$ cat config.mk
export PLATFORM = sky130hd
export DESIGN_NAME = regfile_access_ctrl
export DESIGN_NICKNAME = d
export VERILOG_FILES = /design/src/rtl/regfile_access_ctrl.sv
export SDC_FILE = /design/constraint.sdc
export NUM_CORES = 1
export LEC_CHECK = 0
export BUFFER_PORTS_ARGS = -buffer_cell sky130_fd_sc_hd__clkbuf_2
export CORE_ASPECT_RATIO = 1.75
export CORE_MARGIN = 2
export CORE_UTILIZATION = 30
export DETAILED_ROUTE_END_ITERATION = 7
export GPL_TIMING_DRIVEN = 0
export PLACE_DENSITY = 0.61
export SLEW_MARGIN = 15
export SYNTH_ARGS = -nofsm -noshare
export SYNTH_HDL_FRONTEND = slang
export SYNTH_SLANG_ARGS = --single-unit
export TNS_END_PERCENT = 20
$ cat constraint.sdc
create_clock -name i_clk -period 2.85 [get_ports i_clk]
set_input_delay 0.57 -clock i_clk [delete_from_list [all_inputs] [get_ports i_clk]]
set_output_delay 0.57 -clock i_clk [all_outputs]
set_load 0.03 [all_outputs]
$ cat src/rtl/regfile_access_ctrl.sv
// regfile_access_ctrl
// Sequences every access to a single-command register file (one read-pair or
// one write per cycle). Writeback requests always win over decode operand
// reads. A busy scoreboard stalls reads on pending writes (RAW) and on busy
// destinations (WAW). After reset the register file is cleared for
// INIT_CYCLES cycles before any request is accepted.
//
// Ports
//   i_clk, i_rst                  clock, synchronous active-high reset
//   i_dec_*  / o_dec_ready        decode read request (rs1, rs2, rd, set_busy)
//   o_rd_valid, o_rd_rs_1/2       operand response, 2 cycles after acceptance
//   i_wb_*   / o_wb_ready         writeback request (rd, val)
//   o_busy_mask                   scoreboard, bit n = register n pending write
//   o_rf_*                        register file command (clear, op, indices, data)
//   i_rf_rs_1/2                   register file read data (combinational)
module regfile_access_ctrl #(
    parameter int unsigned ADDR_W      = 5,
    parameter int unsigned DATA_W      = 32,
    parameter int unsigned NUM_REGS    = 32,
    parameter int unsigned INIT_CYCLES = 2
) (
    input  logic                i_clk,
    input  logic                i_rst,
    input  logic                i_dec_valid,
    output logic                o_dec_ready,
    input  logic [ADDR_W-1:0]   i_dec_rs1,
    input  logic [ADDR_W-1:0]   i_dec_rs2,
    input  logic [ADDR_W-1:0]   i_dec_rd,
    input  logic                i_dec_set_busy,
    output logic                o_rd_valid,
    output logic [DATA_W-1:0]   o_rd_rs_1,
    output logic [DATA_W-1:0]   o_rd_rs_2,
    input  logic                i_wb_valid,
    output logic                o_wb_ready,
    input  logic [ADDR_W-1:0]   i_wb_rd,
    input  logic [DATA_W-1:0]   i_wb_val,
    output logic [NUM_REGS-1:0] o_busy_mask,
    output logic                o_rf_rst,
    output logic                o_rf_op,
    output logic [ADDR_W-1:0]   o_rf_reg_num_1,
    output logic [ADDR_W-1:0]   o_rf_reg_num_2,
    output logic [ADDR_W-1:0]   o_rf_w_reg_num,
    output logic [DATA_W-1:0]   o_rf_w_val,
    input  logic [DATA_W-1:0]   i_rf_rs_1,
    input  logic [DATA_W-1:0]   i_rf_rs_2
);

    localparam int unsigned CNT_W = (INIT_CYCLES > 1) ? $clog2(INIT_CYCLES) : 1;

    typedef enum logic [1:0] {
        S_INIT,
        S_IDLE,
        S_RD,
        S_WR
    } state_t;

    state_t              state_q, state_d;
    logic [CNT_W-1:0]    cnt_q, cnt_d;
    logic [NUM_REGS-1:0] busy_q, busy_d;
    logic                rd_valid_q, rd_valid_d;
    logic [DATA_W-1:0]   rd_rs_1_q, rd_rs_1_d;
    logic [DATA_W-1:0]   rd_rs_2_q, rd_rs_2_d;
    logic                rf_rst_q, rf_rst_d;
    logic                rf_op_q, rf_op_d;
    logic [ADDR_W-1:0]   reg_num_1_q, reg_num_1_d;
    logic [ADDR_W-1:0]   reg_num_2_q, reg_num_2_d;
    logic [ADDR_W-1:0]   w_reg_num_q, w_reg_num_d;
    logic [DATA_W-1:0]   w_val_q, w_val_d;
    logic                hazard;

    // State and registered outputs
    always_ff @(posedge i_clk) begin
        if (i_rst) begin
            state_q     <= S_INIT;
            cnt_q       <= '0;
            busy_q      <= '0;
            rd_valid_q  <= 1'b0;
            rd_rs_1_q   <= '0;
            rd_rs_2_q   <= '0;
            rf_rst_q    <= 1'b1;
            rf_op_q     <= 1'b0;
            reg_num_1_q <= '0;
            reg_num_2_q <= '0;
            w_reg_num_q <= '0;
            w_val_q     <= '0;
        end else begin
            state_q     <= state_d;
            cnt_q       <= cnt_d;
            busy_q      <= busy_d;
            rd_valid_q  <= rd_valid_d;
            rd_rs_1_q   <= rd_rs_1_d;
            rd_rs_2_q   <= rd_rs_2_d;
            rf_rst_q    <= rf_rst_d;
            rf_op_q     <= rf_op_d;
            reg_num_1_q <= reg_num_1_d;
            reg_num_2_q <= reg_num_2_d;
            w_reg_num_q <= w_reg_num_d;
            w_val_q     <= w_val_d;
        end
    end

    // Hazard uses the registered mask, so a write clearing a bit this edge
    // still stalls the dependent read for one cycle.
    always_comb begin
        hazard = busy_q[i_dec_rs1] | busy_q[i_dec_rs2] | (i_dec_set_busy & busy_q[i_dec_rd]);
    end

    // Next-state, arbitration and scoreboard update
    always_comb begin
        state_d     = S_IDLE;
        cnt_d       = cnt_q;
        busy_d      = busy_q;
        rd_valid_d  = 1'b0;
        rd_rs_1_d   = rd_rs_1_q;
        rd_rs_2_d   = rd_rs_2_q;
        rf_rst_d    = 1'b0;
        rf_op_d     = 1'b0;
        reg_num_1_d = reg_num_1_q;
        reg_num_2_d = reg_num_2_q;
        w_reg_num_d = w_reg_num_q;
        w_val_d     = w_val_q;
        o_dec_ready = 1'b0;
        o_wb_ready  = 1'b0;

        case (state_q)
            S_INIT: begin
                state_d  = S_INIT;
                rf_rst_d = 1'b1;
                if (cnt_q == CNT_W'(INIT_CYCLES - 1)) begin
                    rf_rst_d = 1'b0;
                    state_d  = S_IDLE;
                end else begin
                    cnt_d = cnt_q + CNT_W'(1);
                end
            end
            default: begin
                o_wb_ready  = 1'b1;
                o_dec_ready = !i_wb_valid && !hazard;

                // Register file read data for the read issued this cycle
                if (state_q == S_RD) begin
                    rd_valid_d = 1'b1;
                    rd_rs_1_d  = (reg_num_1_q == '0) ? '0 : i_rf_rs_1;
                    rd_rs_2_d  = (reg_num_2_q == '0) ? '0 : i_rf_rs_2;
                end

                if (i_wb_valid) begin
                    state_d = S_WR;
                    // Writes to x0 are accepted and discarded
                    if (i_wb_rd != '0) begin
                        rf_op_d             = 1'b1;
                        w_reg_num_d         = i_wb_rd;
                        w_val_d             = i_wb_val;
                        busy_d[i_wb_rd]     = 1'b0;
                    end
                end else if (i_dec_valid && !hazard) begin
                    state_d     = S_RD;
                    reg_num_1_d = i_dec_rs1;
                    reg_num_2_d = i_dec_rs2;
                    if (i_dec_set_busy && (i_dec_rd != '0)) begin
                        busy_d[i_dec_rd] = 1'b1;
                    end
                end
            end
        endcase

        busy_d[0] = 1'b0;
    end

    assign o_busy_mask    = busy_q;
    assign o_rd_valid     = rd_valid_q;
    assign o_rd_rs_1      = rd_rs_1_q;
    assign o_rd_rs_2      = rd_rs_2_q;
    assign o_rf_rst       = rf_rst_q;
    assign o_rf_op        = rf_op_q;
    assign o_rf_reg_num_1 = reg_num_1_q;
    assign o_rf_reg_num_2 = reg_num_2_q;
    assign o_rf_w_reg_num = w_reg_num_q;
    assign o_rf_w_val     = w_val_q;

endmodule

# [Word level (Yosys, flattened, before mapping)]
# Cells that the tools add are included.
# W data, S select, Z words.
[classes] addsub=1 n_lt_le_gt_ge=6 eq_ne=2 muxes=27 n_bitwise=8 n_reduce_logical=20
[op_table] cell="$mux W32" n=6
[op_table] cell="$and A32 B32 Y32" n=1
[op_table] cell="$not A32 Y32" n=1
[op_table] cell="$or A32 B32 Y32" n=1
[op_table] cell="$lt A5 B6 Y1 const B" n=4
[op_table] cell="$bmux W1 S5" n=3
[op_table] cell="$mux W1" n=13
[op_table] cell="$demux W1 S5" n=2
[op_table] cell="$ge A5 B1 Y1 const B" n=2
[op_table] cell="$logic_not A5 Y1" n=2
[op_table] cell="$reduce_bool A5 Y1" n=2
[op_table] cell="$mux W2" n=3
[op_table] cell="$reduce_and A3 Y1" n=2
[op_table] cell="$logic_and A1 B1 Y1" n=5
[op_table] cell="$reduce_and A4 Y1" n=1
[op_table] cell="$reduce_bool A2 Y1" n=2
[op_table] cell="$reduce_or A3 Y1" n=1
[op_table] cell="$eq A2 B2 Y1 const B" n=1
[op_table] cell="$logic_not A1 Y1" n=2
[op_table] cell="$logic_not A2 Y1" n=1
[op_table] cell="$ne A2 B1 Y1 const B" n=1
[op_table] cell="$not A1 Y1" n=2
[op_table] cell="$or A1 B1 Y1" n=2
[op_table] cell="$reduce_and A2 Y1" n=1
[op_table] cell="other kinds (3)" n=3
[word_totals] reg_bits=149 inputBits=121 output_inout_bits=148 elab_cells=77

# [Longest topological paths before layout]
# Gate-level depths: netlist of the first run.
[depth] depth_word=9 mapped_depth=12 mapped_depth_nobuf=8

# [Worst setup path before layout of the first run]
# OpenSTA, ideal clock, no wires.
[synth_path] path_type="input to output" from="in i_dec_rd[0]" to="out o_dec_ready" arrival_time_ns=2.879 required_time_ns=2.280 path_slack_ns=-0.599 cell_stages=8 n_path_buf=2 path_cell_list="buf_2 buf_1 mux2_2 a32oi_1 a31oi_1 o21ai_0 nand2_1 nor4_1"
[synth_between] elab_chain_len=7
[synth_rtl] item="start: declaration" line="28" source="input logic [ADDR_W-1:0] i_dec_rd,"
[synth_rtl] item="$bmux W1 S5" line="105" source="hazard = busy_q[i_dec_rs1] | busy_q[i_dec_rs2] | (i_dec_set_busy & busy_q[i_dec_rd]);"
[synth_rtl] item="$mux W1 (not written as such)" line="105"
[synth_rtl] item="$and A1 B1 Y1" line="105"
[synth_rtl] item="$or A1 B1 Y1" line="105"
[synth_rtl] item="$logic_not A1 Y1" line="138" source="o_dec_ready = !i_wb_valid && !hazard;"
[synth_rtl] item="$logic_and A1 B1 Y1" line="138"
[synth_rtl] item="$mux W1" line="125" source="case (state_q)"
[synth_rtl] item="end: declaration" line="25" source="output logic o_dec_ready,"
# Every way passes these cells. The select of a mux whose other input is x is not followed.

# [Final worst setup path of the first run]
[layout_path] from="reg busy_q[7] (netlist: o_busy_mask[7])" to="out o_dec_ready"
[layout_between] elab_chain_len=7 word_cells_on_any_way=12 cone_classes="mux (7); bitwise (3); reduce/logical (2)"
[layout_rtl] item="start: declaration" line="59" source="logic [NUM_REGS-1:0] busy_q, busy_d;"
[layout_rtl] item="start signal: assignment" line="89" source="busy_q <= busy_d;"
[layout_rtl] item="$bmux W1 S5" line="105"
[layout_rtl] item="$mux W1 (not written as such)" line="105"
[layout_rtl] item="$or A1 B1 Y1 / $and A1 B1 Y1 (equally long branches)" line="105"
[layout_rtl] item="$or A1 B1 Y1 *" line="105"
[layout_rtl] item="$logic_not A1 Y1 *" line="138"
[layout_rtl] item="$logic_and A1 B1 Y1 *" line="138"
[layout_rtl] item="$mux W1 *" line="125"
# Every way passes the cells marked *; elsewhere a longest branch is shown, timed or not. The select of a mux whose other input is x is not followed.

==> results of run 1 <==
[metrics by stage]
stage | setup WS, ps | util (%) | TNS, ps | hold WS (ps) | total power (W)
4_1_cts | -168.9 | 40.94 | -168.9 | 328.4 | 0.005005
3_5_place_dp | -666.9 | 38.03 | -23730 | 446.0 | 0.002869
6_report | -158.2 | 41.43 | -158.2 | 353.4 | 0.004931
5_1_grt | -289.1 | 41.43 | -290.0 | 341.5 | 0.005140
3_3_place_gp | -618.7 | 38.03 | -22000 | 441.9 | 0.002864
2_1_floorplan | 22.00 | - | 0 | 440.9 | 0.002608
[critical path: stages (launching register included)]
cell,delay [ps]
dfxtp_2,360
mux4_2,460
mux4_2,470
mux2i_1,170
nor2_2,90
nor4_4,240
clkbuf_8,210
[power by group through the flow]
stage                     clock network, W  registers (W)  logic (W)
after floorplan                          0        0.00230   0.000308
after CTS                          0.00217        0.00215   0.000681
after global routing               0.00224        0.00216   0.000741
final                              0.00210        0.00215   0.000679
after detailed placement                 0        0.00220   0.000668
after global placement                   0        0.00220   0.000665
[cells by family after synthesis]
family                 Yosys count  synth area share, %
AND/OR/NAND/NOR                287                19.60
AO/OA/AOI/OAI                  219                20.24
flip-flops                     148                45.68
buffers and inverters           71                4.514
multiplexers                    47                9.915
other                            1              0.05781
[layout make-up]
cell class | instances | area, um2
buffer | 68 | 300.3
clock buffer | 19 | 432.9
clock inverter | 12 | 107.6
fill | 2230 | 12490
inverter | 3 | 11.26
multi-input combinational | 554 | 3278
sequential | 148 | 2998
tap | 255 | 319.1
timing repair buffer | 269 | 1385
[routing by layer]
layer	up-vias	GRT usage [%]	routed length, um
met5	-	0	0
li1	3320	-	-
met1	3218	20.62	8518
met4	0	11.60	1038
met2	234	37.67	13030
met3	58	4.449	1222
[registers in the layout, indices dropped and copies added (netlist names), 2 cells and up]
register / cells
o_rf_reg_num_1: 5
state_q: 2
o_rf_w_val: 32
o_rf_w_reg_num: 5
o_rd_rs_1: 32
o_rf_reg_num_2: 5
o_busy_mask: 31
o_rd_rs_2: 32
[cells in the final DEF, fill, tap and decap left out, types with 15 or more instances in the layout]
master and instances:
clkbuf_2 260, dfxtp_1 132, nand2_1 115, nor2_1 82, a21oi_1 71, a22oi_1 64, o21ai_0 46, clkbuf_1 42
nand3_1 33, mux2i_1 26, nand2b_1 23, o21ai_1 19, clkbuf_16 17, buf_4 15
[worst max-delay path by stage]
stage	cells after the start	start	end
after floorplan	8	i_dec_rd[0]	o_dec_ready
final	6	o_busy_mask[7]	o_dec_ready
after detailed placement	10	i_dec_rd[2]	o_dec_ready
after global placement	10	i_dec_rd[3]	o_dec_ready
after global routing	6	o_busy_mask[14]	o_dec_ready
after CTS	6	o_busy_mask[27]	o_dec_ready
[timing repair]
| action | CTS | global route |
|---|---|---|
| hold endpoints to repair | 0 | 0 |
| endpoints found under the setup margin | 41 | 27 |
| pin swaps | 5 | 3 |
| setup buffers | 3 | 9 |
| gates resized for setup | 31 | 16 |
==> flow_metrics.py, run 1 <==
metrics = {
    "yosys": {
        "synth_cell_types": 45,
        "synth-seq-area-share_pct": 45.68,
        "post_synth_inst_count": 773,
        "yosys.area.top_type_share_pct": 45.68,
        "post_synth.cell_area_avg_um2": 8.391,
        "synthesized_flop_and_latch_total": 148,
        "yosys-top-cells-area": "dfxtp_1 46%, a22oi_1 7.4%, nand2_1 6.7%",
        "yosys.cell_count.top_type": "dfxtp_1",
        "synth_enable_flop_cells": 0,
        "synth_ff_type": "dfxtp_1",
        "syn-cell-area_mm2": 0.006486,
        "synth_top_area_cell": "dfxtp_1",
        "yosys-top-cells-count": "148 x dfxtp_1, 116 x nand2_1, 83 x nor2_1",
        "synthArstFlopShare_pct": 0,
        "syn_nets": 894,
        "synth.yosys.warnings": 0,
    },
    "power": {
        "switching_pwr_w": 0.001398,
        "power_per_cell_area_mw_per_mm2": 558.3,
        "p_clk_share_pct": 42.6,
        "sequentialPowerShare_pct": 43.6,
        "comb_power_share_pct": 13.8,
        "power.switching_fraction_pct": 28.35,
        "worst_ir_drop_vdd_mv": 0.4008,
        "leakagePower_nw": 3.762,
        "internal-power_w": 0.003533,
    },
    "cts": {
        "clock_latency_ps": 430,
        "cts_hold_buf": 0,
        "cts_tree": "yes",
        "cts-buffers-inserted": 17,
        "clk_pin_slew_ps": 60,
        "tritoncts_num_sinks": 148,
        "clk_path_buf_depth": 2,
        "clockRootBuffer": "clkbuf_16",
        "htreeDepth": 4,
    },
    "sta": {
        "worst_slew_pin_slew_ps": 1261,
        "final.setup.worst_slack_ps": -158.2,
        "grt_setup_unrepaired": "true",
        "final-max-slew-violation-count": 0,
        "timing.fmax_mhz": 332.4,
        "finalHoldViolations": 0,
        "setup-violations-final": 1,
        "max_slew_margin_pct": 15.73,
        "time_the_worst_path_needs_with_i_o_delays_and_setup_ps": 3008,
        "worst_clock_skew_ps": 6.776,
        "final.period_utilization_pct": 105.6,
    },
    "placement": {
        "dp_hpwl_um": 18490,
        "place.port_buffers": 257,
        "postPlaceCellArea_mm2": 0.008108,
        "place_inst": 1285,
        "gp_congestion": 0.8697,
    },
    "worst_setup_path": {
        "worstSetupPathType": "flop to output port",
        "timing.rr.end": "o_busy_mask[14]",
        "setup.worst_path.end_class": "output port",
        "timing.reg2reg.worst_path_depth": 11,
        "cp_data_required_time_ps": 2280,
        "crit_path_start_kind": "flop",
        "timing.critical_path.fanout_max": 5,
        "worstPathArrival_ps": 2440,
        "r2r_start": "o_busy_mask[22]",
        "reg_to_reg_slack_setup_ps": 170,
    },
    "global_routing": {
        "grt.overflow.total": 0,
        "grt_first_pass_wirelength_um": 35200,
        "initial_antenna_violation_count": 0,
        "largest_net_degree_at_the_start_of_global_routing": 17,
        "via_count_of_the_first_global_routing_pass": 6322,
        "track_usage_pct": 20.37,
    },
    "floorplan": {
        "die-height_um": 198.5,
        "core.rowCount": 71,
        "dieArea_mm2": 0.02286,
        "coreArea_mm2": 0.02132,
        "floorplan.die.width_um": 115.2,
        "floorplan.initialDensity_pct": 30.42,
        "io_pins": 269,
    },
    "detailed_routing": {
        "dr.pass1.iters": 5,
        "post-route-drc-count": 0,
        "first_iter_violations": 332,
        "via_count": 6830,
        "mean_number_of_vias_per_cell": 5.143,
        "wl_um": 23810,
        "wire_per_inst_um": 17.93,
        "antenna_violating_nets_post_route": 0,
    },
    "layout": {
        "final_cells": 1328,
        "n_antenna_cell": 0,
        "fraction_of_layout_cells_with_a_size_suffix_above_1_pct": 33.74,
        "finish.instance_area_mm2": 0.008832,
        "synthToLayoutAreaGrowth_pct": 36.17,
        "final_net_count": 1182,
    },
    "worst_hold_path": {
        "timing.hold.worst_endpoint": "o_rf_w_val[23]",
        "timing.hold.worst.class": "input pin to flop",
        "hold_depth": 3,
        "hp-start": "i_wb_val[23]",
    },
    "run": {
        "max-cap-violations": 0,
    },
    "outcome": {
        "status": "finished with violations",
        "violated_checks": "negative setup slack",
    },
}
Power figures use the tool's default switching activity.
==> inputs of run 2 (changes only) <==
ABC_AREA = 1   (was unset)
PLACE_DENSITY = 0.6   (was 0.61)
TNS_END_PERCENT = 100   (was 20)
==> run 2 against run 1 <==
The flow now finishes without violations. Final area grew 11%. Wire length grew 31%. Via count grew 27%. Setup slack gained 260 ps. Die area grew 15%. Flip-flop and latch count is the same. Core utilization shrank 1.4 points. Fmax grew 9.6%. Critical path depth grew 5. Combinational power grew 120%. Critical path type is now input pin to output port. Largest cell class unchanged.
==> flow_metrics.py, run 2 <==
metrics = {
    "outcome": {
        "status": "finished clean",
    },
    "floorplan": {
        "dieArea_mm2": 0.02618,
        "die-height_um": 212.5,
        "io_pins": 269,
        "core.rowCount": 76,
        "coreArea_mm2": 0.02453,
        "floorplan.die.width_um": 123.2,
        "floorplan.initialDensity_pct": 30.39,
    },
    "yosys": {
        "synth_compound_area_share_pct": 17.77,
        "synth_top_area_cell": "dfxtp_1",
        "yosys.area_share.simple_pct": 33.95,
        "yosys.cell_count.top_type": "nand2_1",
        "syn-cell-area_mm2": 0.007455,
        "yosys-top-cells-area": "dfxtp_1 40%, nand2_1 15%, o21ai_0 9.6%",
        "synth-seq-area-share_pct": 39.74,
        "area_share_of_fa_ha_maj_cells_after_synthesis_pct": 0,
        "synth_ff_type": "dfxtp_1",
        "post_synth.cell_area_avg_um2": 6.528,
        "synth.yosys.warnings": 0,
        "yosys-top-cells-count": "291 x nand2_1, 154 x nor2_1, 148 x dfxtp_1",
        "yosys.area.top_type_share_pct": 39.74,
        "synthesized_flop_and_latch_total": 148,
        "synthArstFlopShare_pct": 0,
        "synth_mux_area_share_pct": 0,
        "synth_top_family_by_area": "simple AND/OR/NAND/NOR gates",
        "synth_xor_area_share_pct": 0,
        "syn_nets": 1263,
        "synth_cell_types": 28,
        "synth_enable_flop_cells": 0,
        "post_synth_inst_count": 1142,
    },
    "power": {
        "worst_ir_drop_vdd_mv": 0.3764,
        "comb_power_share_pct": 24.1,
        "switching_pwr_w": 0.002198,
        "p_clk_share_pct": 38.3,
        "leakagePower_nw": 4.601,
        "power.switching_fraction_pct": 34.71,
        "internal-power_w": 0.004134,
        "power_per_cell_area_mw_per_mm2": 644.8,
        "total_chip_power_w": 0.006332,
        "sequentialPowerShare_pct": 37.6,
    },
    "global_routing": {
        "track_usage_pct": 23.75,
        "grt.overflow.total": 0,
        "grt_first_pass_wirelength_um": 46500,
        "initial_antenna_violation_count": 0,
        "via_count_of_the_first_global_routing_pass": 8489,
        "largest_net_degree_at_the_start_of_global_routing": 17,
    },
    "detailed_routing": {
        "via_count": 8664,
        "mean_number_of_vias_per_cell": 4.957,
        "first_iter_violations": 467,
        "antenna_violating_nets_post_route": 0,
        "wl_um": 31210,
        "post-route-drc-count": 0,
        "dr.pass1.iters": 6,
        "wire_per_inst_um": 17.86,
    },
    "cts": {
        "clk_path_buf_depth": 2,
        "tritoncts_num_sinks": 148,
        "cts_hold_buf": 0,
        "clock_latency_ps": 440,
        "htreeDepth": 4,
        "cts_tree": "yes",
        "cts-buffers-inserted": 17,
        "clockRootBuffer": "clkbuf_16",
        "clk_pin_slew_ps": 60,
    },
    "worst_hold_path": {
        "timing.hold.worst.class": "input pin to flop",
    },
    "run": {
        "max-cap-violations": 0,
    },
    "layout": {
        "area.sequential_mm2": 0.002963,
        "final_net_count": 1544,
        "finish.instance_area_mm2": 0.009821,
        "final_cells": 1748,
        "multiInputGateArea_mm2": 0.003875,
        "fraction_of_layout_cells_with_a_size_suffix_above_1_pct": 25.91,
        "synthToLayoutAreaGrowth_pct": 31.74,
        "layout_commonest_cell": "nand2_1",
        "layout.cells.most_common_list": "291 x nand2_1, 260 x clkbuf_2, 154 x nor2_1",
        "layout.filler_cells": 2757,
        "n_antenna_cell": 0,
    },
    "worst_setup_path": {
        "timing.critical_path.slowest_cell_delay_ps": 630,
        "timing.reg2reg.worst_path_depth": 14,
        "reg_to_reg_slack_setup_ps": 570,
        "cp.depth": 11,
        "worst_setup_path_endpoint": "o_dec_ready",
        "r2r_start": "o_busy_mask[22]",
        "timing.critical_path.fanout_max": 5,
        "crit_path_start_kind": "input pin",
        "path_cells": "clkbuf_2 > inv_1 > nor3_1 > nand2_1 > nand2_1 > nor2_1 > nand2_1 > nand2_2 > inv_1 > nor3_2 > buf_4",
        "setup.worst_path.end_class": "output port",
        "path_common_cell": "nand2_1",
        "worst_path_dominant_cell_family": "simple AND/OR/NAND/NOR gates",
        "worstSetupPathType": "input pin to output port",
        "buf_inv_on_cp": 4,
        "critical_path.startpoint": "i_dec_rd[3]",
        "worstPathArrival_ps": 2180,
        "timing.rr.end": "o_busy_mask[5]",
        "cp_data_required_time_ps": 2280,
        "crit_slowest_cell": "nor3_1",
    },
    "sta": {
        "whs_ps": 340.8,
        "worst_slew_pin_slew_ps": 1250,
        "timing.fmax_mhz": 364.2,
        "final.period_utilization_pct": 96.34,
        "time_the_worst_path_needs_with_i_o_delays_and_setup_ps": 2746,
        "max_slew_margin_pct": 16.37,
        "worst_clock_skew_ps": 11.42,
        "final-max-slew-violation-count": 0,
        "finalHoldViolations": 0,
        "grt_setup_unrepaired": "false",
        "setup-violations-final": 0,
    },
    "placement": {
        "place_inst": 1714,
        "dp_hpwl_um": 24040,
        "gp_congestion": 1.008,
        "place.port_buffers": 260,
        "postPlaceCellArea_mm2": 0.009146,
    },
}
-- run 2: cell count changes after synthesis, sizes merged, moves of 27 or more --
cell / delta
nor2: +73
nand3: +59
or2: +27
a21oi: +29
o21ai: +89
nand2: +179
inv: +57
a22oi: -64
-- run 2: area by class of cell --
type	instances	share of cell area [%]
multi-input cells	858	39.46
flip-flops and latches	148	30.17
repair buffers	262	13.56
clock buffers	20	4.650
plain buffers	74	4.013
well taps	312	3.975
inverters	62	2.459
clock inverters	12	1.720
-- run 2: repair_timing --
item,CTS,global route
buffers inserted,2,0
endpoints found under the setup margin,1,1
cloned,0,0
hold endpoints to repair,0,0
resized for setup,1,6
-- run 2: stage by stage --
stage	utilization (%)	setup WS (ps)	setup TNS (ps)
6_report	40.03	104.2	0
2_1_floorplan	-	213.5	0
3_3_place_gp	37.28	-103.4	-728.8
5_1_grt	40.03	23.83	0
4_1_cts	39.96	19.83	0
3_5_place_dp	37.28	-88.16	-721.0
-- run 2: how the worst min path moves through the flow --
stage | slack (ps) | startpoint | cells past startpoint | to
after global placement | 450 | cnt_q | 2 | cnt_q
after floorplan | 420 | state_q[0] | 1 | o_rd_valid
final | 340 | i_rst | 2 | cnt_q
after detailed placement | 450 | state_q[1] | 2 | o_rd_valid
after global routing | 330 | i_rst | 2 | cnt_q
after CTS | 310 | i_rst | 2 | cnt_q
-- run 2: cell families (layout without fill, tap and decap cells) --
kind of cell | count (synthesis) | after routing
simple gates | 601 | 601
compound gates | 256 | 256
flops | 148 | 148
buf+inv | 136 | 430
other cells | 1 | 1
-- run 2: per-layer routing --
layer | global-route usage (%) | wire length (um) | vias to the layer above
li1 | - | - | 4271
met1 | 23.81 | 11020 | 3948
met2 | 42.74 | 16420 | 353
met3 | 5.472 | 1764 | 92
met4 | 15.63 | 2009 | 0
met5 | 0 | 0 | -
-- run 2: power by group through the flow --
stage          sequential (W)  clock, W  combinational [W]
5_1_grt               0.00241   0.00257            0.00167
3_5_place_dp          0.00243         0            0.00152
3_3_place_gp          0.00242         0            0.00151
2_1_floorplan         0.00272         0           0.000669
6_report              0.00238   0.00243            0.00152
4_1_cts               0.00238   0.00249            0.00152
==> inputs of run 3 (changes only) <==
CORE_UTILIZATION = 23   (was 30)
CTS_CLUSTER_SIZE = 24   (was unset)
PLACE_DENSITY = 0.5   (was 0.6)
==> run 3 against run 2 <==
The flow now finishes with violations (design-rule violations). Critical path depth grew 2. Combinational power about the same. Die area rose by 30%. Core utilization decreased by 9.2 points. Via count is 0.57% lower. Largest cell class unchanged. Non-clock buffer count rose by 1. Flip-flop and latch count stayed put. Clock power down 8%. Sequential power about the same.
==> flow_metrics.py, run 3 (synthesis results as in run 2) <==
metrics = {
    "outcome": {
        "status": "finished with violations",
        "violated_checks": "design-rule violations",
    },
    "layout": {
        "n_antenna_cell": 0,
        "fraction_of_layout_cells_with_a_size_suffix_above_1_pct": 26.03,
        "layout_commonest_cell": "nand2_1",
        "layout.cells.most_common_list": "291 x nand2_1, 260 x clkbuf_2, 153 x nor2_1",
        "layout.filler_cells": 3629,
        "multiInputGateArea_mm2": 0.003877,
        "synthToLayoutAreaGrowth_pct": 32.61,
        "area.sequential_mm2": 0.002963,
        "final_net_count": 1545,
    },
    "sta": {
        "timing.fmax_mhz": 369.8,
        "time_the_worst_path_needs_with_i_o_delays_and_setup_ps": 2704,
        "setup-violations-final": 0,
        "final-max-slew-violation-count": 0,
        "final.setup.worst_slack_ps": 146.0,
        "grt_setup_unrepaired": "false",
        "tns_ps": 0,
        "worst_slew_pin_slew_ps": 1317,
        "finalHoldViolations": 0,
        "max_slew_margin_pct": 11.89,
        "worst_clock_skew_ps": 8.239,
        "whs_ps": 345.9,
        "final.period_utilization_pct": 94.88,
    },
    "global_routing": {
        "initial_antenna_violation_count": 0,
        "grt.overflow.total": 0,
        "largest_net_degree_at_the_start_of_global_routing": 17,
        "track_usage_pct": 19.44,
        "via_count_of_the_first_global_routing_pass": 8524,
        "grt_first_pass_wirelength_um": 49650,
    },
    "detailed_routing": {
        "post-route-drc-count": 7,
        "mean_number_of_vias_per_cell": 4.690,
        "via_count": 8615,
        "antenna_violating_nets_post_route": 0,
        "wire_per_inst_um": 18.08,
        "dr.pass1.iters": 7,
        "wl_um": 33210,
        "first_iter_violations": 531,
    },
    "power": {
        "power_per_cell_area_mw_per_mm2": 622.4,
        "p_clk_share_pct": 36.4,
        "leakagePower_nw": 4.575,
        "internal-power_w": 0.003928,
        "comb_power_share_pct": 25.0,
        "power.switching_fraction_pct": 36.16,
        "worst_ir_drop_vdd_mv": 0.4254,
        "sequentialPowerShare_pct": 38.7,
        "switching_pwr_w": 0.002225,
    },
    "cts": {
        "htreeDepth": 4,
        "tritoncts_num_sinks": 148,
        "cts_tree": "yes",
        "clockRootBuffer": "clkbuf_16",
        "clock_latency_ps": 440,
        "clk_path_buf_depth": 2,
        "cts-buffers-inserted": 17,
        "clk_pin_slew_ps": 70,
    },
    "worst_setup_path": {
        "cp_data_required_time_ps": 2280,
        "worst_path_dominant_cell_family": "simple AND/OR/NAND/NOR gates",
        "path_common_cell": "nand2_1",
        "crit_slowest_cell": "nor2_4",
        "setup.worst_path.end_class": "output port",
        "crit_path_start_kind": "input pin",
        "buf_inv_on_cp": 4,
        "timing.critical_path.fanout_max": 10,
        "worstSetupPathType": "input pin to output port",
        "worstPathArrival_ps": 2130,
        "path_cells": "buf_4 > inv_4 > nor2_4 > nand2_1 > nand3_1 > nand2_1 > nand2_1 > nor2_1 > nand2_1 > nand2_2 > inv_1 > nor3_2 > buf_4",
        "timing.critical_path.slowest_cell_delay_ps": 300,
    },
    "worst_hold_path": {
        "timing.hold.worst.class": "input pin to flop",
    },
    "floorplan": {
        "dieArea_mm2": 0.03392,
        "die-height_um": 242.2,
        "coreArea_mm2": 0.03211,
        "io_pins": 269,
        "floorplan.initialDensity_pct": 23.21,
        "core.rowCount": 87,
        "floorplan.die.width_um": 140.1,
    },
    "placement": {
        "gp_congestion": 0.9603,
        "place.port_buffers": 260,
        "worst_slack_at_placement_ps": -262.8,
        "dp_hpwl_um": 25930,
    },
    "run": {
        "max-cap-violations": 0,
    },
}
==> run 3: worst reg2reg max path, delay by kind of cell (launching register included) <==
family | cells | cell delay, ps
AOI/OAI and AO/OA | 2 | 330
buffers and inverters | 2 | 530
and+or+nand+nor | 10 | 790
DFF | 1 | 480
==> run 3: what timing repair did <==
| item | 4_1_cts | 5_1_grt |
|---|---|---|
| setup endpoints to repair | 1 | 1 |
| buffers inserted | 1 | 2 |
| pin swaps | 0 | 1 |
| cloned | 0 | 0 |
| gates resized for setup | 1 | 7 |
| hold endpoints to repair | 0 | 0 |
| hold buffers | 0 | 0 |
==> run 3: path summary, 6_finish.rpt <==
| check | startpoint | to | slack, ps | cells after the start |
|---|---|---|---|---|
| worst max-delay path | i_dec_rd[1] | o_dec_ready | 150 | 13 |
| worst min-delay path | i_rst | cnt_q | 350 | 2 |
| worst max register to register | o_busy_mask[20] | o_busy_mask[5] | 640 | 14 |
| worst min register to register | state_q[0] | o_rd_valid | 470 | 1 |
==> run 3: power by group through the flow <==
stage / logic [W] / registers (W) / clock network [W]
finish: 0.00154 / 0.00238 / 0.00224
global route: 0.00169 / 0.00240 / 0.00239
CTS: 0.00154 / 0.00238 / 0.00232
detailed placement: 0.00154 / 0.00242 / 0
global placement: 0.00153 / 0.00242 / 0
floorplan: 0.000669 / 0.00272 / 0
==> run 3: layout make-up <==
class / count / share of cell area, %
buffer: 74 / 4.012
sequential: 148 / 29.97
clock inverter: 13 / 1.266
timing repair buffer: 263 / 13.54
clock buffer: 19 / 4.480
tap: 400 / 5.063
inverter: 62 / 2.443
multi-input combinational: 858 / 39.22
==> run 3: layer usage <==
layer	global-route usage, %	vias up	share of wire (%)
li1	-	4273	-
met1	18.52	3919	35
met2	37.25	325	54
met3	4.527	98	5.5
met4	11.50	0	5.7
met5	0	-	0
==> run 3: stage by stage <==
step	power, W	utilization [%]	instances	cell area, um2
2_1_floorplan	0.003389	-	1142	7455
3_3_place_gp	0.003953	28.83	1802	9256
3_5_place_dp	0.003960	28.83	1802	9256
4_1_cts	0.006247	30.67	1835	9848
5_1_grt	0.006479	30.79	1837	9886
6_report	0.006153	30.79	1837	9886
